<file path="config.mk">
export PLATFORM = sky130hd
export DESIGN_NAME = cjg_shift_sequencer_flat
export DESIGN_NICKNAME = d
export VERILOG_FILES = /design/src/rtl/cjg_shift_sequencer_if.sv /design/src/rtl/cjg_shift_sequencer.sv /design/src/flat_wrapper.sv
export SDC_FILE = /design/constraint.sdc
export NUM_CORES = 1
export LEC_CHECK = 0
export ABC_AREA = 1
export ABC_CLOCK_PERIOD_IN_PS = 2850
export CAP_MARGIN = 5
export CORE_MARGIN = 1
export CORE_UTILIZATION = 44
export CTS_CLUSTER_SIZE = 14
export DETAILED_ROUTE_END_ITERATION = 6
export PLACE_DENSITY_LB_ADDON = 0.08
export SLEW_MARGIN = 20
export SYNTH_ARGS = -nofsm -noshare
export SYNTH_HDL_FRONTEND = slang
export SYNTH_SLANG_ARGS = --single-unit
</file>
<file path="constraint.sdc">
create_clock -name clk -period 2.85 [get_ports clk]
set_clock_uncertainty 0.05 [all_clocks]
set_input_delay 0.285 -clock clk [delete_from_list [all_inputs] [get_ports clk]]
set_output_delay 0.285 -clock clk [all_outputs]
set_load 0.02 [all_outputs]
</file>
<file path="src/rtl/cjg_shift_sequencer_if.sv">
// Execute-side request/response bundle plus the single-step shifter link
// for cjg_shift_sequencer.
interface cjg_shift_sequencer_if #(
   parameter int WIDTH     = 32,
   parameter int AMT_WIDTH = 6
);
   logic                 start;
   logic [2:0]           opcode;
   logic [WIDTH-1:0]     operand;
   logic                 carry_in;
   logic [AMT_WIDTH-1:0] amount;

   logic                 ready;
   logic                 busy;
   logic                 done;
   logic [WIDTH-1:0]     result;
   logic                 carry_out;

   logic [WIDTH-1:0]     sh_operand;
   logic                 sh_carry_in;
   logic [2:0]           sh_opcode;
   logic [WIDTH-1:0]     sh_result;
   logic                 sh_carry_out;

   // The sequencer is the slave; the execute stage plus shifter form the master.
   modport slave (
      input  start, opcode, operand, carry_in, amount, sh_result, sh_carry_out,
      output ready, busy, done, result, carry_out, sh_operand, sh_carry_in, sh_opcode
   );

   modport master (
      output start, opcode, operand, carry_in, amount, sh_result, sh_carry_out,
      input  ready, busy, done, result, carry_out, sh_operand, sh_carry_in, sh_opcode
   );
endinterface

</file>
<file path="src/rtl/cjg_shift_sequencer.sv">
// Multi-cycle shift/rotate controller: drives a 1-bit-per-cycle shifter
// until the effective amount is consumed, then reports result with a done pulse.
module cjg_shift_sequencer #(
   parameter int WIDTH     = 32,
   parameter int AMT_WIDTH = 6
) (
   input  logic                  clk,
   input  logic                  reset,
   cjg_shift_sequencer_if.slave  bus
);
   localparam logic [2:0] OP_SRL = 3'd0;
   localparam logic [2:0] OP_SLL = 3'd1;
   localparam logic [2:0] OP_SRA = 3'd2;
   localparam logic [2:0] OP_RTR = 3'd3;
   localparam logic [2:0] OP_RTL = 3'd4;
   localparam logic [2:0] OP_RRC = 3'd5;
   localparam logic [2:0] OP_RLC = 3'd6;

   localparam int CNT_W = $clog2(WIDTH + 2);
   localparam int EXT_W = ((AMT_WIDTH > CNT_W) ? AMT_WIDTH : CNT_W) + 1;
   localparam logic [EXT_W-1:0] W_EXT  = EXT_W'(WIDTH);
   localparam logic [EXT_W-1:0] W1_EXT = EXT_W'(WIDTH + 1);

   typedef enum logic [1:0] {
      S_IDLE = 2'd0,
      S_RUN  = 2'd1,
      S_DONE = 2'd2
   } state_t;

   state_t           state_q, state_d;
   logic [WIDTH-1:0] work_q, work_d;
   logic             work_c_q, work_c_d;
   logic [CNT_W-1:0] count_q, count_d;
   logic [2:0]       op_q, op_d;
   logic [WIDTH-1:0] result_q, result_d;
   logic             carry_q, carry_d;
   logic             ready_q, ready_d;
   logic             busy_q, busy_d;
   logic             done_q, done_d;

   logic [EXT_W-1:0] amt_ext;
   logic [CNT_W-1:0] n_eff;
   logic             accept;

   assign amt_ext = EXT_W'(bus.amount);
   assign accept  = (state_q == S_IDLE) && ready_q && bus.start;

   // Plain shifts saturate at WIDTH; rotates wrap, and the carry ring is one bit longer.
   always_comb begin
      n_eff = '0;
      case (bus.opcode)
         OP_SRL, OP_SLL, OP_SRA: n_eff = (amt_ext > W_EXT) ? CNT_W'(WIDTH) : CNT_W'(amt_ext);
         OP_RTR, OP_RTL:         n_eff = CNT_W'(amt_ext % W_EXT);
         OP_RRC, OP_RLC:         n_eff = CNT_W'(amt_ext % W1_EXT);
         default:                n_eff = '0;
      endcase
   end

   always_comb begin
      state_d  = state_q;
      work_d   = work_q;
      work_c_d = work_c_q;
      count_d  = count_q;
      op_d     = op_q;
      result_d = result_q;
      carry_d  = carry_q;

      case (state_q)
         S_IDLE: begin
            if (accept) begin
               work_d   = bus.operand;
               work_c_d = bus.carry_in;
               op_d     = bus.opcode;
               count_d  = n_eff;
               state_d  = (n_eff != '0) ? S_RUN : S_DONE;
            end
         end
         S_RUN: begin
            work_d   = bus.sh_result;
            work_c_d = bus.sh_carry_out;
            count_d  = count_q - CNT_W'(1);
            if (count_q == CNT_W'(1)) begin
               state_d = S_DONE;
            end
         end
         S_DONE:  state_d = S_IDLE;
         default: state_d = S_IDLE;
      endcase

      // Capture the final working value as DONE is entered so it already
      // includes the last shifter step.
      if ((state_d == S_DONE) && (state_q != S_DONE)) begin
         result_d = work_d;
         carry_d  = work_c_d;
      end

      // done trails the DONE state by one cycle; ready returns the cycle after done.
      done_d  = (state_q == S_DONE);
      ready_d = (state_d == S_IDLE) && (state_q == S_IDLE);
      busy_d  = (state_d == S_RUN) || (state_d == S_DONE);
   end

   always_ff @(posedge clk or posedge reset) begin
      if (reset) begin
         state_q  <= S_IDLE;
         work_q   <= '0;
         work_c_q <= 1'b0;
         count_q  <= '0;
         op_q     <= '0;
         result_q <= '0;
         carry_q  <= 1'b0;
         ready_q  <= 1'b1;
         busy_q   <= 1'b0;
         done_q   <= 1'b0;
      end else begin
         state_q  <= state_d;
         work_q   <= work_d;
         work_c_q <= work_c_d;
         count_q  <= count_d;
         op_q     <= op_d;
         result_q <= result_d;
         carry_q  <= carry_d;
         ready_q  <= ready_d;
         busy_q   <= busy_d;
         done_q   <= done_d;
      end
   end

   assign bus.ready       = ready_q;
   assign bus.busy        = busy_q;
   assign bus.done        = done_q;
   assign bus.result      = result_q;
   assign bus.carry_out   = carry_q;
   assign bus.sh_operand  = work_q;
   assign bus.sh_carry_in = work_c_q;
   assign bus.sh_opcode   = op_q;

endmodule

</file>
<file path="src/flat_wrapper.sv">
// flat-port wrapper written by rule: the top's interface ports become plain ports
module cjg_shift_sequencer_flat 
#(
   parameter int WIDTH     = 32,
   parameter int AMT_WIDTH = 6
)
  (clk, reset, bus_start, bus_opcode, bus_operand, bus_carry_in, bus_amount, bus_sh_result, bus_sh_carry_out, bus_ready, bus_busy, bus_done, bus_result, bus_carry_out, bus_sh_operand, bus_sh_carry_in, bus_sh_opcode);
  cjg_shift_sequencer_if #(.WIDTH(WIDTH), .AMT_WIDTH(AMT_WIDTH)) bus_i ();
  input  logic clk;
  input  logic reset;
  input wire logic [$bits(bus_i.start)-1:0] bus_start;
  input wire logic [$bits(bus_i.opcode)-1:0] bus_opcode;
  input wire logic [$bits(bus_i.operand)-1:0] bus_operand;
  input wire logic [$bits(bus_i.carry_in)-1:0] bus_carry_in;
  input wire logic [$bits(bus_i.amount)-1:0] bus_amount;
  input wire logic [$bits(bus_i.sh_result)-1:0] bus_sh_result;
  input wire logic [$bits(bus_i.sh_carry_out)-1:0] bus_sh_carry_out;
  output wire logic [$bits(bus_i.ready)-1:0] bus_ready;
  output wire logic [$bits(bus_i.busy)-1:0] bus_busy;
  output wire logic [$bits(bus_i.done)-1:0] bus_done;
  output wire logic [$bits(bus_i.result)-1:0] bus_result;
  output wire logic [$bits(bus_i.carry_out)-1:0] bus_carry_out;
  output wire logic [$bits(bus_i.sh_operand)-1:0] bus_sh_operand;
  output wire logic [$bits(bus_i.sh_carry_in)-1:0] bus_sh_carry_in;
  output wire logic [$bits(bus_i.sh_opcode)-1:0] bus_sh_opcode;
  assign bus_i.start = bus_start;
  assign bus_i.opcode = bus_opcode;
  assign bus_i.operand = bus_operand;
  assign bus_i.carry_in = bus_carry_in;
  assign bus_i.amount = bus_amount;
  assign bus_i.sh_result = bus_sh_result;
  assign bus_i.sh_carry_out = bus_sh_carry_out;
  assign bus_ready = bus_i.ready;
  assign bus_busy = bus_i.busy;
  assign bus_done = bus_i.done;
  assign bus_result = bus_i.result;
  assign bus_carry_out = bus_i.carry_out;
  assign bus_sh_operand = bus_i.sh_operand;
  assign bus_sh_carry_in = bus_i.sh_carry_in;
  assign bus_sh_opcode = bus_i.sh_opcode;
  cjg_shift_sequencer #(.WIDTH(WIDTH), .AMT_WIDTH(AMT_WIDTH)) u_core (.clk(clk), .reset(reset), .bus(bus_i));
endmodule
</file>
==> results of run 1 <==
## stage by stage
stage          hold slack (ns)  util (%)  std cells  instance area [µm²]  total power [mW]
2_1_floorplan           0.3787         -        482                 3836             3.629
3_3_place_gp            0.4105     65.90        732                 5497             4.956
3_5_place_dp            0.4142     65.90        732                 5497             5.026
4_1_cts                 0.2819     68.53        748                 5715             5.959
5_1_grt                 0.3333     68.53        748                 5715             6.295
6_report                0.2634     68.53        748                 5715             5.913
## state kept, by name (all words and copies together), names as in the netlist
register,cells
u_core.bus.busy,1
u_core.bus.carry_out,1
u_core.bus.done,1
u_core.bus.ready,1
u_core.bus.result,32
u_core.bus.sh_carry_in,1
u_core.bus.sh_opcode,3
u_core.bus.sh_operand,32
u_core.count_q,6
u_core.state_q,2
## cells by family after synthesis
kind of cell	after synthesis	share of synthesized area, %
and+or+nand+nor	313	34.64
DFF	80	52.22
buffers and inverters	49	5.480
AOI/OAI and AO/OA	32	5.252
adders and majority gates	6	1.957
xor gates and xnor gates	2	0.4567
## cell usage after synthesis, types with 2 or more instances
cell type	number	area, µm²
buf_2	12	60.06
nand3_2	10	100.1
nor2_4	3	33.78
nand2_1	235	882.1
nor2_1	19	71.32
o21ai_1	2	10.01
o21ai_0	12	60.06
ha_1	6	75.07
dfrtp_1	79	1977
o211ai_1	6	45.04
inv_2	7	26.28
a21oi_1	4	20.02
nand3_1	37	185.2
nand4_1	6	37.54
inv_1	24	90.09
clkbuf_1	3	11.26
## worst reg2reg max path: stages (launching register included)
cell and delay, ns:
dfstp_2 0.54, nand2_1 0.24, nor2_4 0.23, buf_4 0.22, inv_2 0.13, nand2_2 0.09
inv_2 0.20, a22oi_1 0.26, o21ai_1 0.09
## cell type report
cell class                 count  area, µm²  area share (%)
inverter                      31      117.6           2.058
sequential                    80       2003           35.05
multi-input combinational    353       1623           28.39
clock inverter                 7      95.09           1.664
timing repair buffer         163       1622           28.37
clock buffer                   9      123.9           2.167
tap                          105      131.4           2.299
## worst max path at each step
stage	to	slack (ns)	from	cells past startpoint
floorplan	u_core.bus.busy	0.46	reset	1
global placement	u_core.bus.carry_out	0.08	bus_amount[1]	18
detailed placement	u_core.bus.result[17]	0.01	bus_amount[1]	17
CTS	u_core.bus.result[17]	0.37	bus_amount[1]	17
global route	u_core.bus.result[20]	0.09	bus_amount[0]	19
finish	u_core.bus.result[17]	0.35	bus_amount[1]	17
## metal layers
layer,GRT usage [%],wire length (µm),vias up
met5,0,0,-
li1,-,-,1842
met4,6.716,79,0
met3,5.821,829,4
met1,29.37,4424,1734
met2,40.48,5093,124
## where the power goes
group | internal, mW | leakage (nW) | switching (mW)
Sequential | 1.65 | 1.01 | 0.315
Clock | 0.495 | 0.110 | 0.420
Combinational | 1.31 | 1.65 | 1.72
==> results.yml, run 1 <==
status:
  status: "finished, final reports clean"
sta:
  layout_setup_ws_ns: 0.3544
  fin_crit_ns: 2.496
  rsz0062_at_grt: "false"
  fmax_mhz: 400.7
  slew_viol_final: 0
  layout_worst_path_cycle_share_pct: 87.57
  hold_viol: 0
  relSlewSlack_pct: 59.45
  worst_pin_slew_ns: 0.6076
  fin_tns_setup_ns: 0
  setup_violations: 0
synth:
  syn-mean-instance-area_um2: 7.959
  ys_types: 33
  syn-cell-area_um2: 3836
  ys_ff_latch: 80
  yosysSeqAreaShare_pct: 52.22
  synth-edff-count: 0
  syn_nets: 566
  ys.flop_type: "dfrtp_1"
  synthArstFlopShare_pct: 100.0
  synth_cells: 482
  yosysWarnings: 0
detailed_routing:
  num_vias: 3704
  wl_per_cell_um: 13.94
  wl_um: 10430
  drc: 0
  drt_iter0_drc: 162
  ant_nets: 0
  drt_first_pass_iters: 4
  via_per_inst: 4.952
grt:
  grtUsageTotal_pct: 23.54
  grt_max_degree: 47
  grt_pass1_vias: 3562
  grt_pass1_wl_um: 16360
  grt_remaining_overflow: 0
  antenna_found_initial: 0
floorplanning:
  die_height_um: 95.38
  io_pins: 150
  num_rows: 33
  die-area_um2: 9096
  core_um2: 8341
  initial_utilization_pct: 45.99
  dieWidth_um: 95.38
setup_path:
  slowest_delay_ns: 0.48
  crit_family: "simple AND/OR/NAND/NOR gates"
  crit_slowest_cell: "clkdlybuf4s50_1"
  reg2reg_from: "u_core.bus.ready"
  crit_required_ns: 3.04
  reg2reg_depth: 8
  path_cells: "clkdlybuf4s50_1 > inv_1 > ha_1 > inv_1 > nand4_1 > nand2_1 > nand2_1 > nand3_1 > nand2_1 > nor2_1 > nand3_1 > a21oi_1 > ha_1 > o21ai_2 > buf_4 > nand2_1 > nand2_1"
  crit_path_max_fanout: 19
  r2r_slack_ns: 0.66
  cp.arrival_ns: 2.68
  reg2reg_to: "u_core.count_q[5]"
  critPathLaunchType: "input pin"
  critPathCaptureType: "flop"
  crit_top_cell: "nand2_1"
  crit_type: "in2reg"
  path_buf_inv: 4
clock_network:
  cts_buffer_depth: 2
  clock_sinks: 80
  clock-root-buffer: "clkbuf_8"
  cts_hold_buf: 0
  insertion_delay_ns: 0.35
  post_cts_resized: 0
  cts_setup_buffers: 0
  cts_tree: "built"
  cts_buffers: 9
  cts_max_level: 3
  clk_pin_slew_ns: 0.08
placement:
  port-buffer-count: 149
  gp_congestion: 0.8316
  hpwlAfterDp_um: 7659
  place_ws_ns: 0.01112
hold_path:
  hold_path_class: "in2async"
cells_and_area:
  diodes: 0
  final_common_cell: "nand2_1"
  layout_common_cells: "nand2_1 (235), clkdlybuf4s50_1 (149), dfrtp_1 (79), nand3_1 (37), inv_1 (23)"
  fillers: 697
  nNetsFinal: 722
  syn_to_final_growth_pct: 48.99
  drive_gt1_share_pct: 8.554
power_and_ir_drop:
  cellLeakagePower_nw: 2.771
  p_per_area_nw_per_um2: 1035
  irDropWorstVdd_v: 0.0005606
run:
  max-cap-violations: 0
No activity file was read; power rests on OpenSTA's default activity.
==> run 2, diff against run 1 <==
Settings changed: PLACE_DENSITY set to 0.93, PLACE_DENSITY_LB_ADDON 0.08 to not set, SKIP_CTS_REPAIR_TIMING set to 1.
==> results.yml, run 2 (synthesized netlist as in run 1, its figures left out) <==
power_and_ir_drop:
  p_per_area_nw_per_um2: 1040
  irDropWorstVdd_v: 0.0005571
  power_frac_seq_pct: 33.7
  p_comb_share_pct: 51.5
  p_int_mw: 3.421
  p_sw_share_pct: 42.22
  cellLeakagePower_nw: 2.751
  p_clk_share_pct: 14.8
  p_sw_mw: 2.500
  total_power_mw: 5.922
clock_network:
  cts_tree: "built"
  clock-root-buffer: "clkbuf_8"
  cts_buffer_depth: 2
  cts_max_level: 3
  insertion_delay_ns: 0.34
  cts_buffers: 9
  clock_sinks: 80
  clk_pin_slew_ns: 0.09
setup_path:
  reg2reg_depth: 11
  endpoint: "u_core.bus.result[23]"
  crit_slowest_cell: "clkdlybuf4s50_1"
  crit_top_cell: "nand2_1"
  crit_family: "buffers and inverters"
  crit_path_start: "bus_amount[1]"
  reg2reg_to: "u_core.bus.carry_out"
  critPathCaptureType: "flop"
  crit_required_ns: 3.07
  critPathLaunchType: "input pin"
  slowest_delay_ns: 0.52
  critical_path_depth: 18
  reg2reg_from: "u_core.state_q[1]"
  path_buf_inv: 5
  cp.arrival_ns: 2.83
  crit_path_max_fanout: 11
  r2r_slack_ns: 0.55
  crit_type: "in2reg"
  path_cells: "clkdlybuf4s50_1 > inv_1 > ha_1 > inv_1 > nand4_1 > nand2_1 > nand2_1 > nand3_1 > nand2_1 > nor2_1 > nand3_1 > a21oi_2 > ha_1 > o21ai_2 > inv_2 > buf_4 > nand2_1 > nand2_1"
sta:
  slew_viol_final: 0
  setup_violations: 0
  relSlewSlack_pct: 57.47
  layout_worst_path_cycle_share_pct: 91.29
  rsz0062_at_grt: "false"
  fmax_mhz: 384.3
  layout_setup_ws_ns: 0.2482
  fin_tns_setup_ns: 0
  worst_pin_slew_ns: 0.6372
  fin_crit_ns: 2.602
  hold_viol: 0
cells_and_area:
  drive_gt1_share_pct: 8.138
  fin_cells: 744
  syn_to_final_growth_pct: 48.50
  diodes: 0
  nNetsFinal: 718
  layout_common_cells: "nand2_1 (235), clkdlybuf4s50_1 (149), dfrtp_1 (79), nand3_1 (37), inv_1 (23)"
  design_area_um2: 5697
  final_common_cell: "nand2_1"
floorplanning:
  num_rows: 33
  initial_utilization_pct: 45.99
  die-area_um2: 9096
  core_um2: 8341
  dieWidth_um: 95.38
  die_height_um: 95.38
  io_pins: 150
placement:
  hpwlAfterDp_um: 8124
  dpl_cell_area_um2: 5479
  place_ws_ns: -0.08619
  place_inst: 728
  gp_congestion: 0.9416
  port-buffer-count: 149
detailed_routing:
  wl_per_cell_um: 14.55
  via_per_inst: 5.103
  num_vias: 3797
  wl_um: 10830
  drt_first_pass_iters: 5
  ant_nets: 0
  drt_iter0_drc: 182
  drc: 0
grt:
  grt_pass1_vias: 3776
  grtUsageTotal_pct: 24.55
  grt_pass1_wl_um: 17170
  grt_remaining_overflow: 0
  grt_max_degree: 45
  antenna_found_initial: 0
status:
  status: "finished, final reports clean"
run:
  max-cap-violations: 0
hold_path:
  hold_path_class: "in2async"
[run 2: worst reg2reg max path, cell delays in order (launching register included)]
cell and delay [ns]:
dfrtp_1 0.58, nor2_4 0.30, inv_2 0.08, nor2_4 0.15
buf_4 0.25, inv_2 0.15, nand2_2 0.10, inv_2 0.18
nand2_1 0.12, nand3_1 0.11, nand2_1 0.08, nand2_1 0.05
[run 2: metrics by stage]
stage               utilization (%)  hold slack, ns
floorplan                         -          0.3787
global placement              65.69          0.4106
detailed placement            65.69          0.4156
CTS                           68.26          0.2900
global route                  68.30          0.3489
finish                        68.30          0.2761
[run 2: final cells by class]
type,instances,area (µm²)
clock buffer,11,151.4
inverter,31,117.6
sequential,80,2003
timing repair buffer,159,1604
multi-input combinational,353,1627
fill,650,2644
clock inverter,5,62.56
tap,105,131.4
[run 2: layer usage]
metal	vias up	routed length [µm]	global-route usage, %
met5	-	0	0
met2	185	5246	42.68
li1	1833	-	-
met3	29	905	5.183
met1	1750	4445	29.98
met4	0	230	8.955
[run 2: worst min path at each step]
stage	slack (ns)	to	cells past startpoint	from
after floorplan	0.38	u_core.bus.sh_operand[14]	2	bus_operand[14]
after global placement	0.41	u_core.bus.result[18]	2	u_core.bus.result[18]
after detailed placement	0.42	u_core.bus.result[19]	2	u_core.bus.result[19]
after CTS	0.29	u_core.bus.sh_operand[10]	2	reset
after global routing	0.35	u_core.bus.sh_operand[15]	2	reset
final	0.28	u_core.bus.sh_operand[10]	2	reset
[run 2: power groups by stage]
stage / Combinational, mW / Sequential (mW) / Clock [mW]
after detailed placement: 3.06 / 1.99 / 0
after CTS: 3.06 / 1.99 / 0.887
after global placement: 2.97 / 1.98 / 0
after global routing: 3.30 / 2.05 / 0.942
final: 3.05 / 1.99 / 0.876
after floorplan: 1.12 / 2.51 / 0
==> run 3, diff against run 2 <==
Settings changed: CAP_MARGIN 5 to 20, SLEW_MARGIN 20 to 15.
==> results of run 3 <==
Same layout as run 2: the final DEF is identical, and so are final timing and power.
